--- src/rtl/lens_table_editor.sv ---
// lens_table_editor: button-driven lens preview plus working/display lens tables swapped on frame_tick.
// Define LENS_OVERLAP_CHECK_EN to reject commits that overlap an existing lens (adds the CHECK state).
module lens_table_editor #(
   parameter int IMG_WIDTH  = 320,
   parameter int IMG_HEIGHT = 240,
   parameter int MAX_LENS   = 8,
   parameter int POS_STEP   = 2,
   parameter int R_MIN      = 8,
   parameter int R_MAX      = 120,
   parameter int R_STEP     = 2,
   parameter int R_DEFAULT  = 40,
   parameter int K_MAX      = 15,
   parameter int K_DEFAULT  = 4
) (
   input  logic                              clk,
   input  logic                              reset,
   input  logic                              frame_tick,
   input  logic                              sw0_edit_mode,
   input  logic                              sw_size_mode,
   input  logic                              btn_up,
   input  logic                              btn_down,
   input  logic                              btn_left,
   input  logic                              btn_right,
   input  logic                              btn_commit,
   input  logic                              btn_undo,
   input  logic                              btn_clear,
   output logic [8:0]                        current_center_x,
   output logic [7:0]                        current_center_y,
   output logic [7:0]                        current_R,
   output logic [7:0]                        current_K,
   output logic                              preview_enable,
   output logic [$clog2(MAX_LENS+1)-1:0]     lens_count,
   output logic [8:0]                        lens_center_x [0:MAX_LENS-1],
   output logic [7:0]                        lens_center_y [0:MAX_LENS-1],
   output logic [7:0]                        lens_R [0:MAX_LENS-1],
   output logic [7:0]                        lens_K [0:MAX_LENS-1],
   output logic                              busy,
   output logic                              commit_reject
);
   localparam int CW = $clog2(MAX_LENS + 1);
   localparam int IW = (MAX_LENS > 1) ? $clog2(MAX_LENS) : 1;
   localparam logic [CW-1:0] FULL = CW'(MAX_LENS);
   localparam logic [IW-1:0] LAST = IW'(MAX_LENS - 1);
   localparam logic [8:0] X_MAX = 9'(IMG_WIDTH - 1);
   localparam logic [8:0] P9 = 9'(POS_STEP);
   localparam logic [7:0] Y_MAX = 8'(IMG_HEIGHT - 1);
   localparam logic [7:0] P8 = 8'(POS_STEP);
   localparam logic [7:0] RMIN = 8'(R_MIN);
   localparam logic [7:0] RMAX = 8'(R_MAX);
   localparam logic [7:0] RS = 8'(R_STEP);
   localparam logic [7:0] KMAX = 8'(K_MAX);
`ifdef LENS_OVERLAP_CHECK_EN
   typedef enum logic [1:0] {IDLE, CLEAR, CHECK} state_t;
`else
   typedef enum logic [1:0] {IDLE, CLEAR} state_t;
`endif
   state_t state, state_n;
   logic [8:0] w_x [0:MAX_LENS-1];
   logic [7:0] w_y [0:MAX_LENS-1];
   logic [7:0] w_r [0:MAX_LENS-1];
   logic [7:0] w_k [0:MAX_LENS-1];
   logic [CW-1:0] wcount;
   logic [IW-1:0] idx;
   logic up_p, down_p, left_p, right_p, sync_pending;
   logic idle, do_clear, do_undo, do_commit, can_commit, copy;
   logic mv_u, mv_d, mv_l, mv_r;
   logic [8:0] x_n;
   logic [7:0] y_n, r_n, k_n;
`ifdef LENS_OVERLAP_CHECK_EN
   logic [8:0] c_x;
   logic [7:0] c_y, c_r, c_k;
   logic ovl, hit, chk_end;
   logic [9:0] dx, dy, rs;
   always_comb begin
      dx = (c_x >= w_x[idx]) ? {1'b0, c_x - w_x[idx]} : {1'b0, w_x[idx] - c_x};
      dy = (c_y >= w_y[idx]) ? {2'b0, c_y - w_y[idx]} : {2'b0, w_y[idx] - c_y};
      rs = {2'b0, c_r} + {2'b0, w_r[idx]};
      hit = (CW'(idx) < wcount) && (dx < rs) && (dy < rs);
      chk_end = (wcount == '0) || (CW'(idx) == wcount - 1'b1);
   end
`endif
   // Opposing pending flags cancel; the switch selects which registers the arrows steer.
   always_comb begin
      mv_u = up_p & ~down_p;
      mv_d = down_p & ~up_p;
      mv_l = left_p & ~right_p;
      mv_r = right_p & ~left_p;
      x_n = (~sw_size_mode & mv_r) ? ((current_center_x >= X_MAX - P9) ? X_MAX : current_center_x + P9)
          : (~sw_size_mode & mv_l) ? ((current_center_x < P9) ? 9'd0 : current_center_x - P9) : current_center_x;
      y_n = (~sw_size_mode & mv_u) ? ((current_center_y < P8) ? 8'd0 : current_center_y - P8)
          : (~sw_size_mode & mv_d) ? ((current_center_y >= Y_MAX - P8) ? Y_MAX : current_center_y + P8) : current_center_y;
      r_n = (sw_size_mode & mv_u) ? ((current_R >= RMAX - RS) ? RMAX : current_R + RS)
          : (sw_size_mode & mv_d) ? ((current_R <= RMIN + RS) ? RMIN : current_R - RS) : current_R;
      k_n = (sw_size_mode & mv_r) ? ((current_K >= KMAX) ? KMAX : current_K + 8'd1)
          : (sw_size_mode & mv_l) ? ((current_K == 8'd0) ? 8'd0 : current_K - 8'd1) : current_K;
   end
   always_comb begin
      idle = (state == IDLE);
      do_clear = idle & btn_clear;
      do_undo = idle & ~btn_clear & btn_undo & (wcount != '0);
      do_commit = idle & ~btn_clear & ~btn_undo & btn_commit;
      can_commit = sw0_edit_mode & (wcount < FULL);
      copy = idle & (frame_tick | sync_pending);
   end
   always_ff @(posedge clk) begin
      if (!reset) state <= IDLE;
      else state <= state_n;
   end
   always_comb begin
      state_n = state;
      case (state)
`ifdef LENS_OVERLAP_CHECK_EN
         IDLE: state_n = do_clear ? CLEAR : (do_commit & can_commit) ? CHECK : IDLE;
         CHECK: state_n = chk_end ? IDLE : CHECK;
`else
         IDLE: state_n = do_clear ? CLEAR : IDLE;
`endif
         CLEAR: state_n = (idx == LAST) ? IDLE : CLEAR;
         default: state_n = IDLE;
      endcase
   end
   always_comb begin
      busy = (state != IDLE);
   end
   always_ff @(posedge clk) begin
      if (!reset) begin
         current_center_x <= 9'(IMG_WIDTH / 2);
         current_center_y <= 8'(IMG_HEIGHT / 2);
         current_R <= 8'(R_DEFAULT);
         current_K <= 8'(K_DEFAULT);
         preview_enable <= 1'b0;
         commit_reject <= 1'b0;
         lens_count <= '0;
         wcount <= '0;
         idx <= '0;
         {up_p, down_p, left_p, right_p, sync_pending} <= '0;
         for (int i = 0; i < MAX_LENS; i++) begin
            w_x[i] <= '0;
            w_y[i] <= '0;
            w_r[i] <= '0;
            w_k[i] <= '0;
            lens_center_x[i] <= '0;
            lens_center_y[i] <= '0;
            lens_R[i] <= '0;
            lens_K[i] <= '0;
         end
`ifdef LENS_OVERLAP_CHECK_EN
         {c_x, c_y, c_r, c_k, ovl} <= '0;
`endif
      end else begin
         commit_reject <= ~idle & btn_commit;
         up_p <= (up_p & ~frame_tick) | (sw0_edit_mode & btn_up);
         down_p <= (down_p & ~frame_tick) | (sw0_edit_mode & btn_down);
         left_p <= (left_p & ~frame_tick) | (sw0_edit_mode & btn_left);
         right_p <= (right_p & ~frame_tick) | (sw0_edit_mode & btn_right);
         sync_pending <= ~idle & (sync_pending | frame_tick);
         if (frame_tick) begin
            preview_enable <= sw0_edit_mode;
            current_center_x <= x_n;
            current_center_y <= y_n;
            current_R <= r_n;
            current_K <= k_n;
         end
         // Copy sees the working table as it stood before any same-cycle command.
         if (copy) begin
            lens_count <= wcount;
            for (int i = 0; i < MAX_LENS; i++) begin
               lens_center_x[i] <= (CW'(i) < wcount) ? w_x[i] : '0;
               lens_center_y[i] <= (CW'(i) < wcount) ? w_y[i] : '0;
               lens_R[i] <= (CW'(i) < wcount) ? w_r[i] : '0;
               lens_K[i] <= (CW'(i) < wcount) ? w_k[i] : '0;
            end
         end
         if (do_clear) idx <= '0;
         else if (do_undo) begin
            wcount <= wcount - 1'b1;
            w_x[IW'(wcount - 1'b1)] <= '0;
            w_y[IW'(wcount - 1'b1)] <= '0;
            w_r[IW'(wcount - 1'b1)] <= '0;
            w_k[IW'(wcount - 1'b1)] <= '0;
         end else if (do_commit & ~can_commit) commit_reject <= 1'b1;
         else if (do_commit) begin
`ifdef LENS_OVERLAP_CHECK_EN
            {c_x, c_y, c_r, c_k} <= {current_center_x, current_center_y, current_R, current_K};
            ovl <= 1'b0;
            idx <= '0;
`else
            w_x[wcount[IW-1:0]] <= current_center_x;
            w_y[wcount[IW-1:0]] <= current_center_y;
            w_r[wcount[IW-1:0]] <= current_R;
            w_k[wcount[IW-1:0]] <= current_K;
            wcount <= wcount + 1'b1;
`endif
         end
         if (state == CLEAR) begin
            w_x[idx] <= '0;
            w_y[idx] <= '0;
            w_r[idx] <= '0;
            w_k[idx] <= '0;
            idx <= idx + 1'b1;
            if (idx == LAST) wcount <= '0;
         end
`ifdef LENS_OVERLAP_CHECK_EN
         if (state == CHECK) begin
            ovl <= ovl | hit;
            idx <= idx + 1'b1;
            if (chk_end && (ovl | hit)) commit_reject <= 1'b1;
            else if (chk_end) begin
               w_x[wcount[IW-1:0]] <= c_x;
               w_y[wcount[IW-1:0]] <= c_y;
               w_r[wcount[IW-1:0]] <= c_r;
               w_k[wcount[IW-1:0]] <= c_k;
               wcount <= wcount + 1'b1;
            end
         end
`endif
      end
   end
endmodule

--- config.mk ---
export PLATFORM = sky130hd
export DESIGN_NAME = lens_table_editor
export DESIGN_NICKNAME = d
export VERILOG_FILES = /design/src/rtl/lens_table_editor.sv
export SDC_FILE = /design/constraint.sdc
export NUM_CORES = 1
export LEC_CHECK = 0
export ABC_AREA = 1
export BUFFER_PORTS_ARGS = -buffer_cell sky130_fd_sc_hd__buf_2
export CORE_MARGIN = 5
export CORE_UTILIZATION = 50
export CTS_CLUSTER_SIZE = 20
export DETAILED_ROUTE_END_ITERATION = 12
export HOLD_SLACK_MARGIN = 0.15
export PLACE_DENSITY = 0.76
export SETUP_SLACK_MARGIN = 0.05
export SLEW_MARGIN = 20
export SYNTH_ARGS = -nofsm -noshare
export SYNTH_HDL_FRONTEND = slang
export SYNTH_SLANG_ARGS = --single-unit
--- constraint.sdc ---
create_clock -name clk -period 13.86 [get_ports clk]
set_input_delay 1.386 -clock clk [delete_from_list [all_inputs] [get_ports clk]]
set_output_delay 1.386 -clock clk [all_outputs]
set_load 0.05 [all_outputs]
# Word-level counts from Yosys, hierarchy flattened
# Memories as Yosys holds them, arrays and structs flattened.
# Cells that the tools add are included.
# totals
mem_bits_rw	264
memories	4
output_inout_bits	304
elab_cells	263
ff_bits	317
# memory_table
name	depth	word_bits	rd	rd_ports_with_merged_regs	wr	line	source
w_x	8	9	8	0	8	58	logic [8:0] w_x [0:MAX_LENS-1];
w_k	8	8	8	0	8	61	logic [7:0] w_k [0:MAX_LENS-1];
w_r	8	8	8	0	8	60	logic [7:0] w_r [0:MAX_LENS-1];
w_y	8	8	8	0	8	59	logic [7:0] w_y [0:MAX_LENS-1];
# op_classes
n_eq_ne	2
muxes	112
n_addsub	11
n_reduce_logical	25
bitwise_logic	46
n_lt_le_gt_ge	16
# op_table
operator	n
8-bit 2-to-1 mux	45
9-bit 2-to-1 mux	15
8-bit OR reduction	9
3-bit 2-to-1 mux	14
1-bit bitwise AND	31
1-bit 2-to-1 mux	31
9-bit OR reduction	3
4-bit 2-to-1 mux	6
8-bit by 2-bit adder with 8-bit output (second input constant)	2
3-bit by 4-bit less-than comparator with 1-bit output (first input constant)	4
8-bit by 2-bit subtractor with 8-bit output (second input constant)	2
2-bit nonzero test	6
1-bit inverter	10
9-bit by 2-bit adder with 9-bit output (second input constant)	1
9-bit >= comparator (second input constant)	1
9-bit by 2-bit less-than comparator with 1-bit output (second input constant)	1
9-bit by 2-bit subtractor with 9-bit output (second input constant)	1
8-bit by 1-bit adder with 8-bit output (second input constant)	1
8-bit by 4-bit >= comparator with 1-bit output (second input constant)	1
8-bit by 7-bit >= comparator with 1-bit output (second input constant)	1
8-bit >= comparator (second input constant)	1
8-bit by 4-bit <= comparator with 1-bit output (second input constant)	1
8-bit logical NOT	1
1-bit by 4-bit less-than comparator with 1-bit output (first input constant)	2
other kinds (14)	22

# Depth between registers and ports, before layout
# logic_depth
ltp_word	13
ltp_mapped	11

# Worst setup path after synthesis
# No wires, ideal clock.
# synth_timing
kind	input -> register
start	input btn_clear
end	memory w_k[3][0], enable pin
path_stages	9
path_slack_ps	8715
path_buffers	2
setup_ps	469
t_required_ps	13391
arrival_ps	4676
path_cell_list	inv_1 -> nand2_1 -> nor2_2 -> buf_4 -> nand4_1 -> nand3_1 -> nand3_2 -> buf_4 -> o21ai_0
# synth_rtl
element	line	source
start: declaration	26	input logic btn_clear,
end: declaration	61	

==> run_results.csv <==
group,metric,value,unit
yosys,netlist_area,23500,um2
clock_tree,htreeDepth,2,
sta,finalClockSkew,16.9,ps
clock_tree,clk_pin_slew,60,ps
die,core,46600,um2
pwr,ir_drop,0.0934,mV
detailed_routing,routedWlPerCell,21.3,um
yosys,synthTopCellsByCount,"nand2_1, dfxtp_1, a21oi_1",
yosys,yosysTopAreaCell,"edfxtp_1",
sta,finalCritPeriodShare,39.5,%
sta,setup_viol,0,
detailed_routing,drt_wl_total,68400,um
sta,tns,0,ps
critical_path,crit_path_max_fanout,71,
global_route,track_usage,25.4,%
flow_run,cap_violations,0,
yosys,yosys.area_share.simple,22.1,%
global_route,grt_antenna_before_repair,0,
detailed_routing,route.detailed.drc,0,
global_route,grt_max_degree,158,
yosys,seq_area_frac_synth,60.5,%
detailed_routing,wl_met3,7060,um
yosys,synth_top_area_share,33.7,%
yosys,ys_seq_elements,579,
yosys,synthFlopType,"dfxtp_1",
yosys,synth_most_common_cell,"nand2_1",
die,fp.dieW,227,um
die,start_util,50.5,%
detailed_routing,wirelength_met1,28400,um
die,fp.dieH,227,um
clock_tree,clkLatencyLatePin,610,ps
global_route,grt_pass1_wl,102000,um
detailed_routing,routed-via-count,18500,
placed_design,hpwl,45800,um
finish,nFillCells,3848,
sta,tightest_slew,1120,ps
critical_path,critical_path_arrival,5690,ps
placed_design,numPortBuffers,314,
clock_tree,post_cts_buffers,0,
yosys,synth.mux.area_fraction,0,%
detailed_routing,antenna_left,0,
clock_tree,ctsHoldBuffers,0,
yosys,synth.avg_cell_area,9.99,um2
pwr,power.leakage,10.0,nW
yosys,ys_types,38,
detailed_routing,via_per_inst,5.76,
yosys,synthesis.instances,2354,
detailed_routing,top_layer,"met4",
yosys,synthXorXnorAreaFrac,0.745,%
die,ioPinCount,316,
clock_tree,clock_path_buffers,3,
min_path,hp-class,"reg -> reg",
finish,area_delta_synth_final,15.3,%
sta,max-slew-margin-rel,25.1,%
yosys,synth_top_family_by_area,"simple AND/OR/NAND/NOR gates",
critical_path,startpoint_type,"input port",
sta,rsz0062_at_grt,"false",
clock_tree,cts_resized,0,
yosys,synth_edf_count,264,
placed_design,place_congestion,0.943,
yosys,synthAdderAreaFrac,0.851,%
clock_tree,cts.sinks,579,
sta,slew_violations,0,
critical_path,path_class,"in -> reg",
sta,hold_viol,0,
status,outcome,"finished, final reports clean",
sta,timing.fmax,183,MHz
finish,nets,2587,
critical_path,worstPathRequired,14080,ps
detailed_routing,first_pass_iters,6,
finish,post-route-util,58.2,%
global_route,gr-total-overflow,0,
clock_tree,tritoncts,"built",
yosys,synth_compound_area_share,10.6,%
clock_tree,cts_buffers,56,
global_route,first_global_vias,17100,
critical_path,worst_setup_path_end_kind,"flip-flop",
sta,timing.final.crit_period,5470,ps
die,dieArea,51500,um2
finish,antennaDiodeCount,0,
yosys,yosys-top-cells-area,"edfxtp_1, dfxtp_1, nor3_2",
yosys,ys_warn_count,0,
finish,drive_gt1_share,23.8,%
detailed_routing,drt_first_iter_violations,2400,
detailed_routing,met2_wirelength,31000,um
pwr,power_density,145,nW/um2
clock_tree,cts_root_buf,"clkbuf_16",
yosys,ys_async_sr_fraction,0,%
critical_path,reg2reg_setup_slack,9250,ps
die,rows,79,
-- cell type report --
cell class                      instances  area, um2  share of cell area [%]
Clock buffer                           90       1720                    6.34
Clock inverter                         14        106                   0.392
Inverter                               74        290                    1.07
Multi-Input combinational cell       1523       8290                    30.6
Sequential cell                       579      14200                    52.5
Tap cell                              607        759                    2.80
Timing Repair Buffer                  325       1700                    6.27
-- layout by cell type, fill, tap and decap left out, drive strengths merged --
cell | synthesis | routed
a211oi | 2 | 2
a21oi | 307 | 307
a31oi | 8 | 8
a32o | 2 | 2
buf | 64 | 325
bufinv | 0 | 1
clkbuf | 122 | 90
clkinv | 1 | 11
clkinvlp | 0 | 2
conb | 1 | 9
dfxtp | 315 | 315
edfxtp | 264 | 264
ha | 16 | 16
inv | 73 | 74
nand2 | 395 | 395
nand3 | 166 | 166
nand4 | 14 | 14
nor2 | 148 | 148
nor3 | 262 | 262
o211ai | 5 | 5
o21ai | 156 | 156
o22ai | 3 | 3
o311ai | 1 | 1
o31ai | 3 | 3
or2 | 6 | 6
xnor2 | 4 | 4
xor2 | 16 | 16
-- through the flow --
step	hold WS (ps)	total power, mW	instances	instance area, um2	setup slack [ps]
2_1_floorplan	431	2.34	2362	23500	8720
3_3_place_gp	450	2.45	3106	25200	8000
3_5_place_dp	455	2.46	3106	25200	7860
4_1_cts	464	3.95	3210	27000	8480
5_1_grt	484	4.07	3212	27100	8150
6_report	461	3.94	3212	27100	8390
-- sequential cells by signal (all words and copies together), names as in the netlist --
signal / count
lens_center_y: 64
current_center_y: 8
up_p: 1
w_k: 64
commit_reject: 1
lens_R: 64
w_r: 64
current_K: 8
idx: 3
lens_count: 4
current_center_x: 9
sync_pending: 1
lens_K: 64
w_x: 72
left_p: 1
wcount: 4
right_p: 1
w_y: 64
current_R: 7
preview_enable: 1
state: 1
down_p: 1
lens_center_x: 72
-- critical path, stage by stage --
cell and delay [ps]:
buf_4 530, nand2_1 760, nand3_1 460, nand3_4 750
buf_4 740, o21ai_4 950
-- report_power, final --
part	switching [mW]	internal [mW]	total (mW)
clock network	0.645	0.865	1.51
registers	0.0495	1.87	1.91
logic	0.428	0.0901	0.518
-- final timing paths --
| path | start | to | cells after the start |
|---|---|---|---|
| worst min-delay path | lens_K[11] | lens_K[11] | 2 |
| worst max-delay path | reset | w_k[4][7] | 6 |
| worst min register to register | lens_K[11] | lens_K[11] | 2 |
| worst max register to register | wcount[3] | w_k[4][7] | 7 |
-- cells by family (layout without fill, tap and decap cells) --
family | Yosys count | after routing
adders and majority gates | 16 | 16
buffers and inverters | 260 | 503
other | 1 | 9
AOI/OAI and AO/OA | 487 | 487
and+or+nand+nor | 991 | 991
DFF | 579 | 579
xor gates and xnor gates | 20 | 20
-- per-layer routing --
layer | global-route usage [%] | vias to the layer above
met4 | 6.87 | 0
met3 | 5.45 | 133
met2 | 39.1 | 980
met5 | 0 | -
met1 | 36.9 | 8825
li1 | - | 8567
Power figures use the tool's default switching activity.
